## config.mk

```make
export PLATFORM = sky130hd
export DESIGN_NAME = uart_tx
export DESIGN_NICKNAME = d
export VERILOG_FILES = /design/src/rtl/uart_pkg.sv /design/src/rtl/uart_baud_cnt.sv /design/src/rtl/uart_tx.sv
export SDC_FILE = /design/constraint.sdc
export NUM_CORES = 1
export LEC_CHECK = 0
export ABC_AREA = 1
export CORE_UTILIZATION = 25
export DETAILED_ROUTE_END_ITERATION = 16
export SLEW_MARGIN = 30
export SYNTH_ARGS = -nofsm -noshare
export SYNTH_HDL_FRONTEND = slang
export SYNTH_HIERARCHICAL = 1
export SYNTH_SLANG_ARGS = --single-unit
```

## constraint.sdc

```tcl
create_clock -name i_clk -period 3.59 [get_ports i_clk]
set_input_delay 0.718 -clock i_clk [delete_from_list [all_inputs] [get_ports i_clk]]
set_output_delay 0.718 -clock i_clk [all_outputs]
set_load 0.005 [all_outputs]
```

## src/rtl/uart_pkg.sv

```systemverilog
// Shared UART definitions: frame FSM states, data width and line levels.
// Used by the transmitter today and the matching receiver later.
package uart_pkg;

    typedef enum logic [2:0] {
        IDLE,
        START,
        DATA,
        PARITY,
        STOP
    } uart_state_e;

    localparam int   UART_DATA_BITS = 8;
    localparam logic UART_IDLE      = 1'b1;
    localparam logic UART_START     = 1'b0;

endpackage

```

## src/rtl/uart_baud_cnt.sv

```systemverilog
// Loadable bit-period down-counter; o_bit_end marks the last clock of a bit.
// Holds at zero when not reloaded, so an idle link sees o_bit_end high.
module uart_baud_cnt #(
    parameter int DIV_W = 16
) (
    input  logic             i_clk,
    input  logic             i_rst_n,
    input  logic             i_load,
    input  logic [DIV_W-1:0] i_load_val,
    output logic             o_bit_end
);

    logic [DIV_W-1:0] cnt_q, cnt_d;

    always_comb begin
        cnt_d = cnt_q;
        if (i_load) begin
            cnt_d = i_load_val;
        end else if (cnt_q != '0) begin
            cnt_d = cnt_q - 1'b1;
        end
    end

    always_ff @(posedge i_clk) begin
        if (!i_rst_n) begin
            cnt_q <= '0;
        end else begin
            cnt_q <= cnt_d;
        end
    end

    assign o_bit_end = (cnt_q == '0);

endmodule

```

## src/rtl/uart_tx.sv

```systemverilog
// UART transmitter: start, 8 data bits LSB first, optional parity, 1 or 2 stops.
// Frame settings are captured on accept; o_tx is registered for a clean pad drive.
module uart_tx
    import uart_pkg::*;
#(
    parameter int DIV_W = 16
) (
    input  logic             i_clk,
    input  logic             i_rst_n,
    input  logic [DIV_W-1:0] i_div,
    input  logic             i_parity_en,
    input  logic             i_parity_odd,
    input  logic             i_two_stop,
    input  logic [7:0]       i_data,
    input  logic             i_valid,
    output logic             o_ready,
    output logic             o_tx,
    output logic             o_busy
);

    uart_state_e      state_q, state_d;
    logic [2:0]       bit_idx_q, bit_idx_d;
    logic             stop_idx_q, stop_idx_d;
    logic [7:0]       data_q, data_d;
    logic [DIV_W-1:0] div_q, div_d;
    logic             par_en_q, par_en_d;
    logic             par_odd_q, par_odd_d;
    logic             two_stop_q, two_stop_d;
    logic             tx_q, tx_d;

    logic             bit_end;
    logic             last_stop;
    logic             accept;
    logic             cnt_load;
    logic [DIV_W-1:0] cnt_load_val;

    assign last_stop = (state_q == STOP) && bit_end && (!two_stop_q || stop_idx_q);
    assign accept    = i_valid && o_ready;

    // Reload at every bit boundary except the frame's end; an accept there restarts it.
    assign cnt_load     = accept || (bit_end && (state_q != IDLE) && !last_stop);
    assign cnt_load_val = accept ? i_div : div_q;

    uart_baud_cnt #(
        .DIV_W (DIV_W)
    ) u_baud_cnt (
        .i_clk      (i_clk),
        .i_rst_n    (i_rst_n),
        .i_load     (cnt_load),
        .i_load_val (cnt_load_val),
        .o_bit_end  (bit_end)
    );

    always_ff @(posedge i_clk) begin
        if (!i_rst_n) begin
            state_q    <= IDLE;
            bit_idx_q  <= '0;
            stop_idx_q <= 1'b0;
            data_q     <= '0;
            div_q      <= '0;
            par_en_q   <= 1'b0;
            par_odd_q  <= 1'b0;
            two_stop_q <= 1'b0;
            tx_q       <= UART_IDLE;
        end else begin
            state_q    <= state_d;
            bit_idx_q  <= bit_idx_d;
            stop_idx_q <= stop_idx_d;
            data_q     <= data_d;
            div_q      <= div_d;
            par_en_q   <= par_en_d;
            par_odd_q  <= par_odd_d;
            two_stop_q <= two_stop_d;
            tx_q       <= tx_d;
        end
    end

    always_comb begin
        state_d    = state_q;
        bit_idx_d  = bit_idx_q;
        stop_idx_d = stop_idx_q;
        data_d     = data_q;
        div_d      = div_q;
        par_en_d   = par_en_q;
        par_odd_d  = par_odd_q;
        two_stop_d = two_stop_q;

        if (accept) begin
            data_d     = i_data;
            div_d      = i_div;
            par_en_d   = i_parity_en;
            par_odd_d  = i_parity_odd;
            two_stop_d = i_two_stop;
        end

        case (state_q)
            IDLE: begin
                if (accept) state_d = START;
            end
            START: begin
                if (bit_end) begin
                    state_d   = DATA;
                    bit_idx_d = '0;
                end
            end
            DATA: begin
                if (bit_end) begin
                    if (bit_idx_q == 3'(UART_DATA_BITS - 1)) begin
                        state_d    = par_en_q ? PARITY : STOP;
                        stop_idx_d = 1'b0;
                    end else begin
                        bit_idx_d = bit_idx_q + 3'd1;
                    end
                end
            end
            PARITY: begin
                if (bit_end) begin
                    state_d    = STOP;
                    stop_idx_d = 1'b0;
                end
            end
            STOP: begin
                if (last_stop) begin
                    state_d = accept ? START : IDLE;
                end else if (bit_end) begin
                    stop_idx_d = 1'b1;
                end
            end
            default: state_d = IDLE;
        endcase
    end

    // Line level is derived from the next state so it lands with the state change.
    always_comb begin
        tx_d = UART_IDLE;
        case (state_d)
            START:   tx_d = UART_START;
            DATA:    tx_d = data_q[bit_idx_d];
            PARITY:  tx_d = (^data_q) ^ par_odd_q;
            default: tx_d = UART_IDLE;
        endcase
        o_ready = i_rst_n && ((state_q == IDLE) || last_stop);
        o_busy  = (state_q != IDLE);
        o_tx    = tx_q;
    end

endmodule

```

==> results.cfg <==
[outcome]
outcome = complete, no violations

[critical_path]
slowest_delay_ns = 0.52
number_of_buffer_and_inverter_instances_along_the_worst_setup_path = 4
critical_path_peak_fanout = 10
rr_endpoint = u_baud_cnt/cnt_q[0]
crit_path_cell_trace = inv_1 -> ha_1 -> nand2_4 -> nor2_8 -> nand4_4 -> inv_1 -> inv_2 -> nor2_4 -> nand2_4 -> a21oi_4 -> clkdlybuf4s50_1
cpMaxStageDelayCell = sky130_fd_sc_hd__clkdlybuf4s50_1
ff2ff_path_depth = 19
crit_path_end_kind = primary output
critPathKind = reg2out
reg2reg_from = u_baud_cnt/cnt_q[0]
setup.worst_path.start_class = flip-flop
path_depth = 11
critical_path_end = o_ready
cpLargestDelayFamily = buffers and inverters
ff2ff_setup_slack_ns = 0.45
worst-endpoint-required_ns = 2.87
arrival_ns = 2.67
critical_path.startpoint = u_baud_cnt/cnt_q[0]

[floorplanning]
die_y_um = 114
placement_rows = 40
core_region_area_um2 = 12100
io_pins = 33
floorplan.die_area_um2 = 13000
chipWidth_um = 114
initial_utilization_pct = 25.8

[hold_path]
worst_hold_path_type = reg2reg

[timing]
clock_skew_ns = 0.00587
setup_repair_after_global_routing_missed_its_margin = no
report.final.hold_viol_count = 0
tns_ns = 0
worst_slew_pin_slew_ns = 0.497
max_clock_freq_ghz = 0.295
layout_min_cycle_time_ns = 3.39
final-max-slew-violation-count = 0
final-setup-viol-count = 0
finalCritPeriodShare_pct = 94.4
maxSlewHeadroom_pct = 66.8

[power]
ir_worst_vdd_uv = 274
post-layout-total-power_mw = 2.53
power_frac_comb_pct = 49.2
power.share.sequential_pct = 30.9
part_of_the_total_power_dissipated_in_the_clock_network_pct = 19.9
intPower_mw = 1.44
power.switching_mw = 1.09
sw_frac_of_total_pct = 43.0
leakage_nw = 1.75
power_density_nw_per_um2 = 673

[clocking]
cts_sink_cnt = 51
clock_tree_from_tritoncts = yes
root_buffer = sky130_fd_sc_hd__clkbuf_16
worstSkewPairLatency_ns = 0.29
cts_max_path_buffers = 2
cts.repair.resized = 0
numCtsBuffers = 5
cts-hold-fix-buffers = 0
clk_pin_slew_worst_paths_ns = 0.07
clock_tree.htree_level_count = 2
total_setup_buffers_inserted_after_cts = 0

[synth]
synth_top_cell_by_area = sky130_fd_sc_hd__dfxtp_1
post_synthesis_cell_type_count = 35
synth_area_um2 = 3130
avg_inst_size_synth_um2 = 6.87
post-synth-top-area-fraction_pct = 32.6
synth_seq_cells = 51
syn-num-nets = 488
instance_count_of_the_mapped_netlist = 456
synth-seq-area-share_pct = 32.6
yosysWarnings = 6
synth.area.top_cells = sky130_fd_sc_hd__dfxtp_1, sky130_fd_sc_hd__nand2_1, sky130_fd_sc_hd__nand3_1, sky130_fd_sc_hd__inv_1, sky130_fd_sc_hd__a211oi_2

[layout]
net_total_in_the_final_layout = 517
layout-drive-gt1-share_pct = 14.4
layout-area-overhead-vs-synth_pct = 20.1
num_antenna_cells = 0

[global_routing]
globalRouteOverflowTotal = 0
gr-usage-met3_pct = 1.17
grt_pass1_vias = 2704
grt_start_max_net_pins = 50
grt.met1_usage_pct = 14.6
grt_pass1_wl_mm = 12.0
globalRoute.busiestLayer = met2
globalRouteTotalUtil_pct = 11.4
grt_use_met2_pct = 19.4
antenna_found_initial = 0

[route]
drt_pass_1_iters = 4
wire_per_inst_um = 10.6
detailedRoute.firstIterationViolations = 111
detail_route.vias_per_cell = 4.30
detailed_route_wire_length_mm = 6.91
detail_route.drc_violations = 0
routed-via-count = 2814
antenna_left = 0

[place]
gpl.final_weighted_congestion = 0.871
port_buffers = 32
place_hpwl_mm = 5.20

[flow_run]
max-cap-violations = 0
[cell families (layout without fill, tap and decap cells)]
| logic type | Yosys count | after routing | share of synthesized area, % |
|---|---|---|---|
| AOI/OAI and AO/OA | 59 | 59 | 13.7 |
| xor gates and xnor gates | 13 | 13 | 3.64 |
| adders and majority gates | 2 | 2 | 0.799 |
| buffers and inverters | 89 | 119 | 12.0 |
| DFF | 51 | 51 | 32.6 |
| and+or+nand+nor | 242 | 242 | 37.3 |
[registers in the layout, indices dropped and copies added, names as in the netlist]
| name | flops |
|---|---|
| stop_idx_q | 1 |
| u_baud_cnt/cnt_q | 16 |
| o_tx | 1 |
| data_q | 8 |
| bit_idx_q | 3 |
| par_en_q | 1 |
| state_q | 3 |
| par_odd_q | 1 |
| two_stop_q | 1 |
| div_q | 16 |
[per-layer routing]
| metal | wire length (um) | up-vias | part of all wire (%) |
|---|---|---|---|
| li1 | - | 1497 | - |
| met1 | 3410 | 1266 | 49 |
| met2 | 3200 | 43 | 46 |
| met5 | 0 | - | 0 |
| met4 | 121 | 0 | 1.8 |
| met3 | 179 | 8 | 2.6 |
[Yosys cell counts]
master,number
sky130_fd_sc_hd__nand2_1,106
sky130_fd_sc_hd__inv_1,59
sky130_fd_sc_hd__dfxtp_1,51
sky130_fd_sc_hd__nor2_1,50
sky130_fd_sc_hd__nand3_1,45
sky130_fd_sc_hd__a21oi_1,27
sky130_fd_sc_hd__a211oi_2,15
sky130_fd_sc_hd__inv_2,15
sky130_fd_sc_hd__o21ai_0,13
sky130_fd_sc_hd__or2_1,9
sky130_fd_sc_hd__xnor2_1,9
sky130_fd_sc_hd__clkbuf_1,6
sky130_fd_sc_hd__nand4_1,5
sky130_fd_sc_hd__or2_4,5
sky130_fd_sc_hd__buf_4,4
sky130_fd_sc_hd__nand2_4,4
sky130_fd_sc_hd__nor2_4,4
sky130_fd_sc_hd__xor2_1,4
sky130_fd_sc_hd__buf_6,3
sky130_fd_sc_hd__nor2_2,3
sky130_fd_sc_hd__ha_1,2
sky130_fd_sc_hd__nand2_2,2
sky130_fd_sc_hd__nor2_8,2
sky130_fd_sc_hd__or2_2,2
sky130_fd_sc_hd__a211oi_1,1
sky130_fd_sc_hd__a21oi_4,1
sky130_fd_sc_hd__a22oi_1,1
sky130_fd_sc_hd__a31o_2,1
sky130_fd_sc_hd__and2_1,1
sky130_fd_sc_hd__buf_1,1
sky130_fd_sc_hd__inv_4,1
sky130_fd_sc_hd__nand3_2,1
sky130_fd_sc_hd__nand4_4,1
sky130_fd_sc_hd__nor3_1,1
sky130_fd_sc_hd__nor3_2,1
[power by group through the flow]
stage               logic, mW  clock network (mW)  registers [mW]
floorplan                1.02                   0           0.767
global placement         1.21                   0           0.790
detailed placement       1.24                   0           0.792
CTS                      1.25               0.523           0.780
global route             1.42               0.538           0.795
finish                   1.24               0.505           0.782
[final cells by class]
type | instances | area (um^2)
Clock buffer | 7 | 153
Clock inverter | 1 | 7.51
Fill cell | 1348 | 8350
Inverter | 75 | 284
Multi-Input combinational cell | 316 | 1740
Sequential cell | 51 | 1020
Tap cell | 168 | 210
Timing Repair Buffer | 36 | 350
[worst min-delay path by stage]
stage                          start    endpoint  slack [ns]  cells past startpoint
after CTS                 two_stop_q  two_stop_q        0.46                      2
after global routing      two_stop_q  two_stop_q        0.50                      2
final                     two_stop_q  two_stop_q        0.46                      2
after detailed placement  two_stop_q  two_stop_q        0.45                      2
after global placement    two_stop_q  two_stop_q        0.45                      2
after floorplan           two_stop_q  two_stop_q        0.43                      2
[metrics by stage]
| step | worst slack [ns] | hold WS [ns] | cells | util, % | cell area [um^2] |
|---|---|---|---|---|---|
| floorplan | 0.908 | 0.430 | 456 | - | 3130 |
| global placement | 0.597 | 0.452 | 646 | 29.7 | 3600 |
| detailed placement | 0.471 | 0.454 | 646 | 29.7 | 3600 |
| CTS | 0.198 | 0.464 | 654 | 31.1 | 3760 |
| global route | 0.0403 | 0.502 | 654 | 31.1 | 3760 |
| finish | 0.202 | 0.462 | 654 | 31.1 | 3760 |
[cell usage in the layout, fill, tap and decap left out, types with 2 or more instances in the layout]
master,synthesis,final
sky130_fd_sc_hd__nand2_1,106,106
sky130_fd_sc_hd__inv_1,59,59
sky130_fd_sc_hd__dfxtp_1,51,51
sky130_fd_sc_hd__nor2_1,50,50
sky130_fd_sc_hd__nand3_1,45,45
sky130_fd_sc_hd__clkdlybuf4s50_1,0,32
sky130_fd_sc_hd__a21oi_1,27,27
sky130_fd_sc_hd__inv_2,15,15
sky130_fd_sc_hd__a211oi_2,15,15
sky130_fd_sc_hd__o21ai_0,13,13
sky130_fd_sc_hd__or2_1,9,9
sky130_fd_sc_hd__xnor2_1,9,9
sky130_fd_sc_hd__or2_4,5,5
sky130_fd_sc_hd__nand4_1,5,5
sky130_fd_sc_hd__clkbuf_16,0,5
sky130_fd_sc_hd__nor2_4,4,4
sky130_fd_sc_hd__nand2_4,4,4
sky130_fd_sc_hd__xor2_1,4,4
sky130_fd_sc_hd__buf_4,4,4
sky130_fd_sc_hd__nor2_2,3,3
sky130_fd_sc_hd__nand2_2,2,2
sky130_fd_sc_hd__or2_2,2,2
sky130_fd_sc_hd__ha_1,2,2
sky130_fd_sc_hd__clkbuf_8,0,2
sky130_fd_sc_hd__nor2_8,2,2
[worst min-delay path: stages (launching register included)]
cell and delay, ns:
sky130_fd_sc_hd__dfxtp_1 0.30, sky130_fd_sc_hd__inv_1 0.06, sky130_fd_sc_hd__a21oi_1 0.06
Note: power is estimated with default switching activity, not from simulation.
